$ cat src/rtl/fp_math_pkg.sv
// Shared types and elaboration helpers for the fixed-point math primitives.
package fp_math_pkg;

    typedef enum logic [1:0] {
        IDLE,
        RUN,
        FINISH
    } fp_sqrt_state_e;

    function automatic int sqrt_iters(input int width, input int frac);
        return (width + frac) / 2;
    endfunction

    // Radicand must split into whole bit pairs and the pair count into whole cycles.
    function automatic bit sqrt_cfg_ok(
        input int width,
        input int int_w,
        input int frac,
        input int steps
    );
        int iters;
        iters = (width + frac) / 2;
        return ((width + frac) % 2 == 0) && (frac >= 0) && (frac < width)
            && (int_w + frac == width) && (steps > 0) && (iters % steps == 0);
    endfunction

endpackage

$ cat src/rtl/fp_sqrt_multi_if.sv
// go/done request bundle between a client and fp_sqrt_multi.
interface fp_sqrt_multi_if #(
    parameter int WIDTH = 32,
    parameter int ITERS = 24
);
    import fp_math_pkg::*;

    logic             go;
    logic             round_en;
    logic [WIDTH-1:0] in;
    logic [WIDTH-1:0] out;
    logic [ITERS:0]   rem;
    logic             busy;
    logic             done;

    modport master (
        output go, round_en, in,
        input  out, rem, busy, done
    );

    modport slave (
        input  go, round_en, in,
        output out, rem, busy, done
    );

endinterface

$ cat src/rtl/fp_sqrt_step.sv
// One restoring square-root digit: bring down two radicand bits, trial-subtract.
module fp_sqrt_step
    import fp_math_pkg::*;
#(
    parameter int ITERS = 24
) (
    input  logic [ITERS:0]   acc_i,
    input  logic [ITERS-1:0] q_i,
    input  logic [1:0]       bits_i,
    output logic [ITERS:0]   acc_o,
    output logic [ITERS-1:0] q_o
);
    localparam int AW = ITERS + 1;

    logic [AW+1:0] sh;
    logic [AW+2:0] tmp;
    logic          neg;

    // Remainder never exceeds 2q, so the narrowed result always fits AW bits.
    always_comb begin
        sh    = {acc_i, bits_i};
        tmp   = {1'b0, sh} - {2'b00, q_i, 2'b01};
        neg   = tmp[AW+2];
        acc_o = AW'(neg ? {1'b0, sh} : tmp);
        q_o   = ITERS'({q_i, ~neg});
    end

endmodule

$ cat src/rtl/fp_sqrt_multi.sv
// Multi-digit-per-cycle restoring fixed-point square root with go/done control.
module fp_sqrt_multi
    import fp_math_pkg::*;
#(
    parameter int WIDTH      = 32,
    parameter int INT_WIDTH  = 16,
    parameter int FRAC_WIDTH = 16,
    parameter int STEPS      = 1
) (
    input logic           clk,
    input logic           reset_n,
    fp_sqrt_multi_if.slave bus
);
    localparam int ITERS  = sqrt_iters(WIDTH, FRAC_WIDTH);
    localparam int CYCLES = ITERS / STEPS;
    localparam int XW     = 2 * ITERS;
    localparam int AW     = ITERS + 1;
    localparam int CW     = (CYCLES > 1) ? $clog2(CYCLES) : 1;

    if (!sqrt_cfg_ok(WIDTH, INT_WIDTH, FRAC_WIDTH, STEPS)) begin : g_cfg_err
        $error("fp_sqrt_multi: inconsistent WIDTH/INT_WIDTH/FRAC_WIDTH/STEPS");
    end

    fp_sqrt_state_e   state_q, state_d;
    logic [CW-1:0]    cnt_q, cnt_d;
    logic [XW-1:0]    x_q, x_d;
    logic [AW-1:0]    acc_q, acc_d;
    logic [ITERS-1:0] q_q, q_d;
    logic             rnd_q, rnd_d;
    logic [WIDTH-1:0] out_q, out_d;
    logic [AW-1:0]    rem_q, rem_d;

    logic [AW-1:0]    acc_fin;
    logic [ITERS-1:0] q_fin;
    logic             last;
    logic             round_up;

    for (genvar j = 0; j < STEPS; j++) begin : g_step
        logic [AW-1:0]    acc_in, acc_out;
        logic [ITERS-1:0] q_in, q_out;

        if (j == 0) begin : g_first
            assign acc_in = acc_q;
            assign q_in   = q_q;
        end else begin : g_next
            assign acc_in = g_step[j-1].acc_out;
            assign q_in   = g_step[j-1].q_out;
        end

        fp_sqrt_step #(
            .ITERS (ITERS)
        ) u_step (
            .acc_i  (acc_in),
            .q_i    (q_in),
            .bits_i (x_q[XW-1-2*j -: 2]),
            .acc_o  (acc_out),
            .q_o    (q_out)
        );
    end

    assign acc_fin  = g_step[STEPS-1].acc_out;
    assign q_fin    = g_step[STEPS-1].q_out;
    assign last     = (cnt_q == CW'(CYCLES - 1));
    // Integer remainder: rem > q is exactly rem >= q + 0.25.
    assign round_up = rnd_q && (acc_fin > AW'(q_fin));

    always_comb begin
        state_d = state_q;
        cnt_d   = cnt_q;
        x_d     = x_q;
        acc_d   = acc_q;
        q_d     = q_q;
        rnd_d   = rnd_q;
        out_d   = out_q;
        rem_d   = rem_q;
        unique case (state_q)
            IDLE: begin
                if (bus.go) begin
                    state_d = RUN;
                    cnt_d   = '0;
                    x_d     = XW'(bus.in) << FRAC_WIDTH;
                    acc_d   = '0;
                    q_d     = '0;
                    rnd_d   = bus.round_en;
                end
            end
            RUN: begin
                acc_d = acc_fin;
                q_d   = q_fin;
                x_d   = x_q << (2 * STEPS);
                cnt_d = cnt_q + 1'b1;
                if (last) begin
                    state_d = FINISH;
                    out_d   = WIDTH'(q_fin) + WIDTH'(round_up);
                    rem_d   = acc_fin;
                end
            end
            FINISH: begin
                state_d = IDLE;
            end
            default: begin
                state_d = IDLE;
            end
        endcase
    end

    always_ff @(posedge clk or negedge reset_n) begin
        if (!reset_n) begin
            state_q <= IDLE;
            cnt_q   <= '0;
            x_q     <= '0;
            acc_q   <= '0;
            q_q     <= '0;
            rnd_q   <= 1'b0;
            out_q   <= '0;
            rem_q   <= '0;
        end else begin
            state_q <= state_d;
            cnt_q   <= cnt_d;
            x_q     <= x_d;
            acc_q   <= acc_d;
            q_q     <= q_d;
            rnd_q   <= rnd_d;
            out_q   <= out_d;
            rem_q   <= rem_d;
        end
    end

    assign bus.busy = (state_q == RUN);
    assign bus.done = (state_q == FINISH);
    assign bus.out  = out_q;
    assign bus.rem  = rem_q;

endmodule

$ cat src/flat_wrapper.sv
// flat-port wrapper written by rule: the top's interface ports become plain ports
module fp_sqrt_multi_flat import fp_math_pkg::*;
#(
    parameter int WIDTH      = 32,
    parameter int INT_WIDTH  = 16,
    parameter int FRAC_WIDTH = 16,
    parameter int STEPS      = 1
)
  (clk, reset_n, bus_go, bus_round_en, bus_in, bus_out, bus_rem, bus_busy, bus_done);
  fp_sqrt_multi_if #(.WIDTH(WIDTH), .ITERS(((WIDTH + FRAC_WIDTH) / 2))) bus_i ();
  input logic clk;
  input logic reset_n;
  input wire logic [$bits(bus_i.go)-1:0] bus_go;
  input wire logic [$bits(bus_i.round_en)-1:0] bus_round_en;
  input wire logic [$bits(bus_i.in)-1:0] bus_in;
  output wire logic [$bits(bus_i.out)-1:0] bus_out;
  output wire logic [$bits(bus_i.rem)-1:0] bus_rem;
  output wire logic [$bits(bus_i.busy)-1:0] bus_busy;
  output wire logic [$bits(bus_i.done)-1:0] bus_done;
  assign bus_i.go = bus_go;
  assign bus_i.round_en = bus_round_en;
  assign bus_i.in = bus_in;
  assign bus_out = bus_i.out;
  assign bus_rem = bus_i.rem;
  assign bus_busy = bus_i.busy;
  assign bus_done = bus_i.done;
  fp_sqrt_multi #(.WIDTH(WIDTH), .INT_WIDTH(INT_WIDTH), .FRAC_WIDTH(FRAC_WIDTH), .STEPS(STEPS)) u_core (.clk(clk), .reset_n(reset_n), .bus(bus_i));
endmodule
$ cat config.mk
export PLATFORM = sky130hd
export DESIGN_NAME = fp_sqrt_multi_flat
export DESIGN_NICKNAME = d
export VERILOG_FILES = /design/src/rtl/fp_math_pkg.sv /design/src/rtl/fp_sqrt_multi_if.sv /design/src/rtl/fp_sqrt_step.sv /design/src/rtl/fp_sqrt_multi.sv /design/src/flat_wrapper.sv
export SDC_FILE = /design/constraint.sdc
export NUM_CORES = 1
export LEC_CHECK = 0
export ABC_AREA = 1
export BUFFER_PORTS_ARGS = -buffer_cell sky130_fd_sc_hd__buf_2
export CAP_MARGIN = 0
export CORE_ASPECT_RATIO = 1.1
export CORE_MARGIN = 8
export CORE_UTILIZATION = 49
export CTS_CLUSTER_DIAMETER = 30
export DETAILED_ROUTE_END_ITERATION = 12
export GPL_TIMING_DRIVEN = 0
export PLACE_DENSITY = 0.69
export SLEW_MARGIN = 30
export SYNTH_ARGS = -nofsm -noshare
export SYNTH_HDL_FRONTEND = slang
export SYNTH_SLANG_ARGS = --single-unit
$ cat constraint.sdc
create_clock -name clk -period 4.1 [get_ports clk]
set_input_delay 0.41 -clock clk [delete_from_list [all_inputs] [get_ports clk]]
set_output_delay 0.41 -clock clk [all_outputs]
set_load 0.05 [all_outputs]
==> reports/results.tsv, run 1 <==
stage	metric	value	unit
floorplan	die footprint	21070	µm²
floorplan	Core Area	16370	µm²
final_layout	number of antenna diodes	0	
synthesis	Area contributors post-synth	dfrtp_1 (43%), nand2_1 (12%), ha_1 (8.1%)	
timing	endpoints failing hold	0	
synthesis	Synth Flop Type	dfrtp_1	
status	status	complete, but fails checks	
floorplan	Die Wd	139.1	µm
timing	relative slew slack	0.4554	
cts	total CTS buffers	17	
flow_run	MaxCap Viol Count	0	
timing	Final Setup Violations	24	
critical_path	WP data required	4.42	ns
timing	final cycle utilization of the critical path	1.229	
synthesis	Seq cells post-synth	139	
floorplan	Initial Utilization	0.4992	
critical_path	Reg2Reg Setup Slack	-0.94	ns
cts	Clk Latency, worst-skew pair	0.44	ns
final_layout	number of fill cells in the layout	1286	
place	RePlAce Congestion	0.9365	
critical_path	Worst path slowest cell	dfrtp_1	
final_layout	design area	11440	µm²
synthesis	post-synthesis sequential area ratio	0.4257	
place	IO buf count	87	
timing	post-layout min period	5.041	ns
final_layout	Storage cell area	3487	µm²
global_route	vias in the first global route	7790	
synthesis	number of synthesized flops with an enable pin	0	
critical_path	CP Capture Point	u_core.bus.out[7]	
timing	Max Slew Vio Count	0	
global_route	GRT overflow	0	
final_layout	Layout area overhead	39.96	%
worst_hold_path	Hold Path Class	input port to flip-flop	
global_route	first-pass GRT wire length	40480	µm
cts	clock buffer depth	2	
critical_path	Setup CP Type	flip-flop to flip-flop	
critical_path	reg2reg path depth	39	
floorplan	Row Count	49	
critical_path	CP Launch Point	u_core.g_step[0].q_in[2]	
critical_path	WP data arrival	5.36	ns
synthesis	post-synthesis cell count	1026	
floorplan	I/O pin total	95	
synthesis	FFs w/ async S/R, synth	1.000	
cts	CTS tree	done	
timing	RSZ-0062 raised after global routing	yes	
timing	FMAX	198.4	MHz
synthesis	synthesized cell area	8172	µm²
cts	clock-pin slew on the worst setup and hold paths	0.07	ns
critical_path	CP most frequent cell	nand2_1	
place	Placed Instance Area	9249	µm²
route	total vias in the final route	8045	
route	Avg WL per Cell	18.91	µm
cts	htree depth	4	
critical_path	crit-path max cell delay	0.44	ns
critical_path	Worst setup SP type	flip-flop	
global_route	initial antenna violation count	0	
global_route	Total GRT Usage	0.2472	
timing	Fin Clk Skew	0.01360	ns
synthesis	YS warnings	0	
route	Final ANT Viol Nets	0	
route	DRT Pass-1 Iters	5	
timing	worst slew pin tran	0.8107	ns
synthesis	Syn Area/Cell	7.965	µm²
route	vias per cell	5.548	
synthesis	area leader, netlist	dfrtp_1	
route	Initial DRC Count	532	
timing	WHS	0.2261	ns
critical_path	FF-to-FF End	u_core.bus.out[7]	
critical_path	crit-path max FO	8	
final_layout	fin nets	1322	
final_layout	share of layout cells above drive strength 1	0.3395	
place	post-DP HPWL	17630	µm
critical_path	crit end category	flip-flop	
timing	Setup WS post-layout	-0.9406	ns
floorplan	die span in y	151.4	µm
cts	CTS Root Cell	clkbuf_16	
status	violations in the final reports	setup timing	
route	DR DRC count	0	
synthesis	Synth top area share	0.4257	
cts	clock sinks	139	
global_route	largest net degree at the start of global routing	87	
route	Total Routed Length	27420	µm
critical_path	reg2reg start	u_core.g_step[0].q_in[2]	
final_layout	area of the multi-input gates	5047	µm²
synthesis	Cell variety after synth	47	
==> placed cells by master (no fill, tap or decap), drive strengths merged, types with 4 or more instances in the layout <==
cell type	instances
clkinv	4
xnor2	10
conb	7
or2	5
o21ai	87
o22ai	57
nand4	12
inv	134
nor3	17
buf	202
clkbuf	40
dfrtp	139
a21oi	72
nand2	260
ha	53
o21bai	6
nand3	38
nor2	52
xor2	22
nor4	5
==> state kept, by name, indices dropped and copies added (netlist names) <==
register / flops
u_core.x_q: 32
u_core.state_q: 2
u_core.acc_q: 25
u_core.rnd_q: 1
u_core.bus.out: 25
u_core.g_step.q_in: 24
u_core.cnt_q: 5
u_core.bus.rem: 25
==> stage by stage <==
step	setup TNS [ns]	util	std cells	worst slack [ns]
after detailed placement	-20.56	0.5650	1324	-1.267
after global placement	-20.77	0.5627	1323	-1.273
after floorplan	-0.5415	-	1032	-0.1834
after CTS	-8.288	0.6571	1410	-0.6401
after global routing	-20.81	0.6987	1450	-1.196
final	-15.26	0.6987	1450	-0.9406
==> routing by layer <==
| metal | GRT usage | share of wire |
|---|---|---|
| met1 | 0.2863 | 0.40 |
| met2 | 0.4190 | 0.49 |
| met3 | 0.06683 | 0.072 |
| met4 | 0.1252 | 0.036 |
| met5 | 0 | 0 |
==> cells by family (layout without fill, tap and decap cells) <==
| group | after synthesis | in the layout | synth area share |
|---|---|---|---|
| flip-flops | 139 | 139 | 0.4257 |
| other | 1 | 7 | 0.0004589 |
| buffers and inverters | 171 | 385 | 0.08605 |
| adder cells (fa/ha/maj) | 53 | 53 | 0.08115 |
| AO/OA/AOI/OAI | 237 | 237 | 0.1658 |
| XOR/XNOR | 32 | 32 | 0.03430 |
| AND/OR/NAND/NOR | 393 | 393 | 0.2066 |
==> cell usage after synthesis (2+ instances only) <==
| cell type | number |
|---|---|
| inv_2 | 9 |
| ha_1 | 53 |
| xnor2_1 | 10 |
| o21bai_1 | 6 |
| nor2_1 | 47 |
| nand4_1 | 12 |
| buf_6 | 3 |
| nor3_1 | 13 |
| buf_1 | 5 |
| nand2_1 | 257 |
| o21ai_2 | 3 |
| buf_2 | 4 |
| buf_4 | 9 |
| a32o_1 | 2 |
| a31oi_1 | 2 |
| o22ai_1 | 57 |
| nor4_1 | 4 |
| nand3_1 | 37 |
| or2_2 | 4 |
| inv_1 | 119 |
| o21ai_0 | 37 |
| nor3_2 | 4 |
| a21o_1 | 3 |
| xor2_1 | 22 |
| dfrtp_1 | 139 |
| nand2_2 | 2 |
| nor2_4 | 2 |
| a21boi_0 | 2 |
| nor2_2 | 3 |
| nand3b_1 | 2 |
| clkbuf_1 | 22 |
| a211oi_1 | 2 |
| o21ai_1 | 46 |
| a21oi_1 | 71 |
==> area by class of cell <==
| type | count | share of cell area |
|---|---|---|
| Tap cell | 204 | 0.02232 |
| Buffer | 43 | 0.02265 |
| Inverter | 128 | 0.04638 |
| Timing Repair Buffer | 182 | 0.1109 |
| Multi-Input combinational cell | 722 | 0.4413 |
| Clock buffer | 18 | 0.03840 |
| Clock inverter | 14 | 0.01313 |
| Sequential cell | 139 | 0.3049 |
==> critical path: cells and delay by family, from the launching register on <==
family                   cells  cell delay [ns]
buffers and inverters       10             1.08
AND/OR/NAND/NOR             20             1.83
AO/OA/AOI/OAI                5             0.66
flip-flops                   1             0.44
adder cells (fa/ha/maj)      3             0.78
XOR/XNOR                     1             0.14
==> repair_timing <==
action                                  4_1_cts  5_1_grt
setup buffers                                51       44
pin swaps                                    49       52
endpoints found under the setup margin       25       25
endpoints found under the hold margin        53        0
hold buffers                                  1        0
gates resized for setup                     111       88
gates cloned                                  2        0
==> worst min-delay path by stage <==
stage	startpoint	endpoint	slack, ns	cells past startpoint
after global routing	bus_in[1]	u_core.x_q[17]	0.23	2
final	bus_in[0]	u_core.x_q[16]	0.23	2
after floorplan	reset_n	u_core.acc_q[0]	0.11	0
after global placement	u_core.bus.out[0]	u_core.bus.out[0]	0.46	2
after detailed placement	reset_n	u_core.bus.rem[6]	0.35	1
after CTS	bus_in[0]	u_core.x_q[16]	0.22	2
Power of run 1 is left out: the tool's default activity adds up to more than one toggle a clock period on the data nets, which glitch-free logic cannot reach.
==> run 2: changes to the inputs <==
--- a/config.mk
+++ b/config.mk
@@ -6,7 +6,7 @@
 export NUM_CORES = 1
 export LEC_CHECK = 0
 export ABC_AREA = 1
-export BUFFER_PORTS_ARGS = -buffer_cell sky130_fd_sc_hd__buf_2
+export BUFFER_PORTS_ARGS = -buffer_cell sky130_fd_sc_hd__buf_4
 export CAP_MARGIN = 0
 export CORE_ASPECT_RATIO = 1.1
 export CORE_MARGIN = 8
@@ -15,6 +15,7 @@
 export DETAILED_ROUTE_END_ITERATION = 12
 export GPL_TIMING_DRIVEN = 0
 export PLACE_DENSITY = 0.69
+export RECOVER_POWER = 25
 export SLEW_MARGIN = 30
 export SYNTH_ARGS = -nofsm -noshare
 export SYNTH_HDL_FRONTEND = slang
==> reports/results.tsv, run 2 (synthesis gave the netlist of run 1 again) <==
stage	metric	value	unit
status	status	complete, but fails checks	
status	violations in the final reports	capacitance limit, slew limit, setup timing	
timing	RSZ-0062 raised after global routing	yes	
cts	clock buffer depth	2	
global_route	initial antenna violation count	1	
critical_path	CP most frequent cell	nand2_1	
route	Initial DRC Count	650	
floorplan	Row Count	49	
critical_path	Worst path slowest cell	dfrtp_1	
global_route	largest net degree at the start of global routing	72	
floorplan	Initial Utilization	0.4992	
timing	final cycle utilization of the critical path	1.193	
route	DR DRC count	0	
timing	Setup WS post-layout	-0.7894	ns
place	IO buf count	87	
final_layout	max FFs per register	32	
timing	worst slew pin tran	1.689	ns
final_layout	post-layout util	0.7212	
floorplan	Core Area	16370	µm²
final_layout	area of the multi-input gates	5155	µm²
critical_path	reg2reg path depth	35	
final_layout	Biggest register	u_core.x_q	
cts	Clk Latency, worst-skew pair	0.44	ns
cts	clock-pin slew on the worst setup and hold paths	0.06	ns
cts	htree depth	4	
global_route	vias in the first global route	8052	
critical_path	crit-path leading delay family	simple AND/OR/NAND/NOR gates	
floorplan	Die Wd	139.1	µm
timing	post-layout min period	4.889	ns
critical_path	reg2reg start	u_core.g_step[0].q_in[4]	
floorplan	I/O pin total	95	
floorplan	die span in y	151.4	µm
critical_path	Reg2Reg Setup Slack	-0.79	ns
final_layout	number of antenna diodes	0	
worst_hold_path	Hold Path Class	input port to flip-flop	
global_route	first-pass GRT wire length	41340	µm
critical_path	Setup CP Type	flip-flop to flip-flop	
critical_path	WP data required	4.41	ns
critical_path	WP data arrival	5.20	ns
final_layout	most frequent cells in the layout	nand2_1 (232), buf_4 (168), dfrtp_1 (127), inv_1 (87), o22ai_1 (57)	
cts	CTS Root Cell	clkbuf_16	
place	RePlAce Congestion	0.9538	
critical_path	WP buf/inv	4	
timing	endpoints failing hold	0	
timing	Final Setup Violations	24	
route	Final ANT Viol Nets	0	
route	DRT Pass-1 Iters	5	
worst_hold_path	hold depth	2	
final_layout	number of fill cells in the layout	1215	
final_layout	fin nets	1325	
critical_path	Worst setup SP type	flip-flop	
critical_path	crit-path max FO	7	
place	post-DP HPWL	17990	µm
final_layout	Storage cell area	3493	µm²
timing	relative slew slack	-0.1258	
cts	total CTS buffers	17	
route	Total Routed Length	27990	µm
final_layout	share of layout cells above drive strength 1	0.3598	
critical_path	crit-path max cell delay	0.40	ns
worst_hold_path	HP Start	bus_in[1]	
route	total vias in the final route	8209	
worst_hold_path	Hold Path End	u_core.x_q[17]	
critical_path	crit end category	flip-flop	
global_route	Total GRT Usage	0.2498	
flow_run	MaxCap Viol Count	2	
route	vias per cell	5.654	
cts	CTS tree	done	
cts	clock sinks	139	
final_layout	commonest non-fill, non-tap cell in the layout	nand2_1	
floorplan	die footprint	21070	µm²
global_route	GRT overflow	0	
timing	Max Slew Vio Count	142	
final_layout	Layout area overhead	44.48	%
timing	FMAX	204.5	MHz
critical_path	FF-to-FF End	u_core.bus.out[13]	
timing	Fin Clk Skew	0.01805	ns
route	Avg WL per Cell	19.27	µm
[run 2: cell count changes in the layout (fill, tap and decap cells not counted), sizes merged]
cell,change
clkinvlp,-1
buf,+2
clkinv,-2
inv,-2
clkbuf,+2
bufinv,+3
[run 2: layout make-up]
class,count,area share
multi-input cells,722,0.4366
flip-flops and latches,139,0.2959
repair buffers,185,0.1255
inverters,128,0.04472
clock buffers,19,0.03752
plain buffers,43,0.02236
well taps,204,0.02162
clock inverters,12,0.01579
[run 2: repair_timing]
action	CTS	global route
hold buffers	1	0
resized for setup	161	79
setup endpoints to repair	25	25
gates cloned	2	0
pin swaps	48	23
buffers inserted	58	38
hold endpoints to repair	68	0
[run 2: worst max-delay path by stage]
stage / depth (start not counted) / to / slack (ns) / from
after floorplan: 38 / u_core.bus.out[19] / -0.18 / u_core.g_step[0].q_in[18]
after global placement: 37 / u_core.bus.out[19] / -1.19 / u_core.g_step[0].q_in[0]
after detailed placement: 35 / u_core.bus.out[23] / -1.21 / u_core.g_step[0].q_in[0]
after CTS: 36 / u_core.bus.out[19] / -0.53 / u_core.g_step[0].q_in[12]
after global routing: 38 / u_core.bus.out[13] / -1.04 / u_core.g_step[0].q_in[4]
final: 35 / u_core.bus.out[13] / -0.79 / u_core.g_step[0].q_in[4]
[run 2: metrics by stage]
| step | area [µm²] | setup WS (ns) | TNS, ns | hold WS, ns | cells |
|---|---|---|---|---|---|
| final | 11810 | -0.7894 | -12.39 | 0.2120 | 1452 |
| after global routing | 11810 | -1.044 | -19.41 | 0.2236 | 1452 |
| after CTS | 11270 | -0.5284 | -7.111 | 0.2122 | 1416 |
| after detailed placement | 9464 | -1.213 | -18.81 | 0.4046 | 1324 |
| after global placement | 9429 | -1.194 | -18.81 | 0.4669 | 1323 |
| after floorplan | 8521 | -0.1834 | -0.5415 | 0.1144 | 1032 |
[run 2: layer usage]
| layer | vias to the layer above | global-route usage | part of all wire |
|---|---|---|---|
| met5 | - | 0 | 0.00046 |
| met4 | 2 | 0.1389 | 0.046 |
| met3 | 100 | 0.05107 | 0.074 |
| met2 | 378 | 0.4227 | 0.48 |
| met1 | 3903 | 0.2959 | 0.40 |
| li1 | 3826 | - | - |
Power of run 2 is left out for the same reason.
==> run 3: changes to the inputs <==
--- a/config.mk
+++ b/config.mk
@@ -20,3 +20,4 @@
 export SYNTH_ARGS = -nofsm -noshare
 export SYNTH_HDL_FRONTEND = slang
 export SYNTH_SLANG_ARGS = --single-unit
+export TNS_END_PERCENT = 20
==> reports/results.tsv, run 3 (synthesis gave the netlist of run 1 again) <==
stage	metric	value	unit
cts	clock buffer depth	2	
timing	final setup TNS	-13.19	ns
timing	RSZ-0062 raised after global routing	yes	
place	RePlAce Congestion	0.9461	
critical_path	WP data arrival	5.24	ns
final_layout	number of fill cells in the layout	1333	
place	post-DP HPWL	18020	µm
floorplan	die footprint	21070	µm²
timing	FMAX	205.2	MHz
route	vias per cell	5.536	
final_layout	Layout area overhead	37.33	%
cts	clock-pin slew on the worst setup and hold paths	0.06	ns
route	Initial DRC Count	705	
status	violations in the final reports	capacitance limit, slew limit, setup timing	
timing	Max Slew Vio Count	55	
timing	relative slew slack	-0.9334	
critical_path	WP data required	4.47	ns
place	IO buf count	87	
floorplan	I/O pin total	95	
global_route	Total GRT Usage	0.2516	
global_route	vias in the first global route	7944	
floorplan	Initial Utilization	0.4992	
critical_path	Worst setup SP type	flip-flop	
route	Total Routed Length	26150	µm
status	status	complete, but fails checks	
global_route	first-pass GRT wire length	41210	µm
final_layout	fin nets	1309	
floorplan	Row Count	49	
cts	CTS tree	done	
final_layout	share of layout cells above drive strength 1	0.3052	
critical_path	crit-path max FO	6	
global_route	largest net degree at the start of global routing	87	
final_layout	number of antenna diodes	0	
final_layout	post-layout util	0.6855	
timing	worst slew pin tran	2.900	ns
cts	Clk Latency, worst-skew pair	0.43	ns
timing	endpoints failing hold	0	
critical_path	crit-path max cell delay	0.37	ns
route	DRT Pass-1 Iters	5	
global_route	initial antenna violation count	0	
critical_path	crit end category	flip-flop	
floorplan	Die Wd	139.1	µm
timing	post-layout min period	4.872	ns
route	DR DRC count	0	
place	Placed Instance Area	9455	µm²
route	Avg WL per Cell	18.21	µm
cts	total CTS buffers	17	
timing	Final Setup Violations	24	
route	total vias in the final route	7949	
cts	CTS Root Cell	clkbuf_16	
cts	clock sinks	139	
floorplan	Core Area	16370	µm²
worst_hold_path	Hold Path Class	input port to flip-flop	
final_layout	max FFs per register	32	
timing	Fin Clk Skew	0.01099	ns
critical_path	Worst path slowest cell	dfrtp_1	
timing	final cycle utilization of the critical path	1.188	
critical_path	Setup CP Type	flip-flop to flip-flop	
final_layout	design area	11220	µm²
critical_path	CP most frequent cell	nand2_1	
global_route	GRT overflow	0	
cts	htree depth	4	
route	Final ANT Viol Nets	0	
flow_run	MaxCap Viol Count	1	
floorplan	die span in y	151.4	µm
final_layout	Biggest register	u_core.x_q	
timing	Setup WS post-layout	-0.7724	ns
final_layout	most frequent cells in the layout	nand2_1 (242), buf_4 (165), dfrtp_1 (135), inv_1 (94), o22ai_1 (57)	
final_layout	commonest non-fill, non-tap cell in the layout	nand2_1	
==> run 3: changes by cell type in the layout (fill, tap and decap cells not counted), moves of 8 or more <==
cell,before,now
o21ai_0,23,32
dfrtp_2,12,4
dfrtp_1,127,135
ha_1,16,26
ha_4,37,27
buf_6,20,6
nand2_1,232,242
==> run 3: final timing paths <==
check / start / endpoint / slack, ns / cells past startpoint
min in group asynchronous: reset_n / u_core.acc_q[6] / 1.47 / 2
setup / recovery: u_core.g_step[0].q_in[15] / u_core.bus.out[17] / -0.77 / 36
hold reg to reg: u_core.bus.out[17] / u_core.bus.out[17] / 0.48 / 2
hold / removal: bus_round_en / u_core.rnd_q / 0.23 / 3
max in group asynchronous: reset_n / u_core.acc_q[20] / 0.69 / 3
setup reg to reg: u_core.g_step[0].q_in[15] / u_core.bus.out[17] / -0.77 / 36
==> run 3: what timing repair did <==
| item | CTS | global route |
|---|---|---|
| hold endpoints to repair | 53 | 0 |
| endpoints found under the setup margin | 25 | 25 |
| cloned | 2 | 0 |
| hold buffers | 1 | 0 |
| pin swaps | 56 | 16 |
| buffers inserted | 69 | 10 |
| resized for setup | 114 | 16 |
==> run 3: routing by layer <==
layer | up-vias | track usage | part of all wire
li1 | 3797 | - | -
met1 | 3798 | 0.2882 | 0.41
met2 | 284 | 0.4411 | 0.49
met3 | 70 | 0.05769 | 0.059
met4 | 0 | 0.1219 | 0.041
met5 | - | 0 | 0
==> run 3: through the flow <==
stage | setup slack, ns | hold WS, ns | instances
global route | -1.112 | 0.2353 | 1436
floorplan | -0.1834 | 0.1144 | 1032
finish | -0.7724 | 0.2260 | 1436
CTS | -0.6191 | 0.2167 | 1426
global placement | -1.325 | 0.4654 | 1323
detailed placement | -1.398 | 0.3503 | 1324
==> run 3: critical path, delay by kind of cell, from the launching register on <==
kind | cells | cell delay [ns]
AOI/OAI and AO/OA | 6 | 0.90
xor gates and xnor gates | 1 | 0.16
adders and majority gates | 3 | 0.80
buffers and inverters | 4 | 0.44
DFF | 1 | 0.37
and+or+nand+nor | 22 | 2.15
==> run 3: area by class of cell <==
cell class              count  area, µm²  share of cell area
clock inverters            12      138.9             0.01238
repair buffers            168       1336              0.1191
multi-input cells         723       4812              0.4288
well taps                 204      255.2             0.02275
flip-flops and latches    139       3483              0.3104
plain buffers              43      247.7             0.02208
inverters                 128      515.5             0.04594
clock buffers              19      432.9             0.03858
Power of run 3 is left out for the same reason.
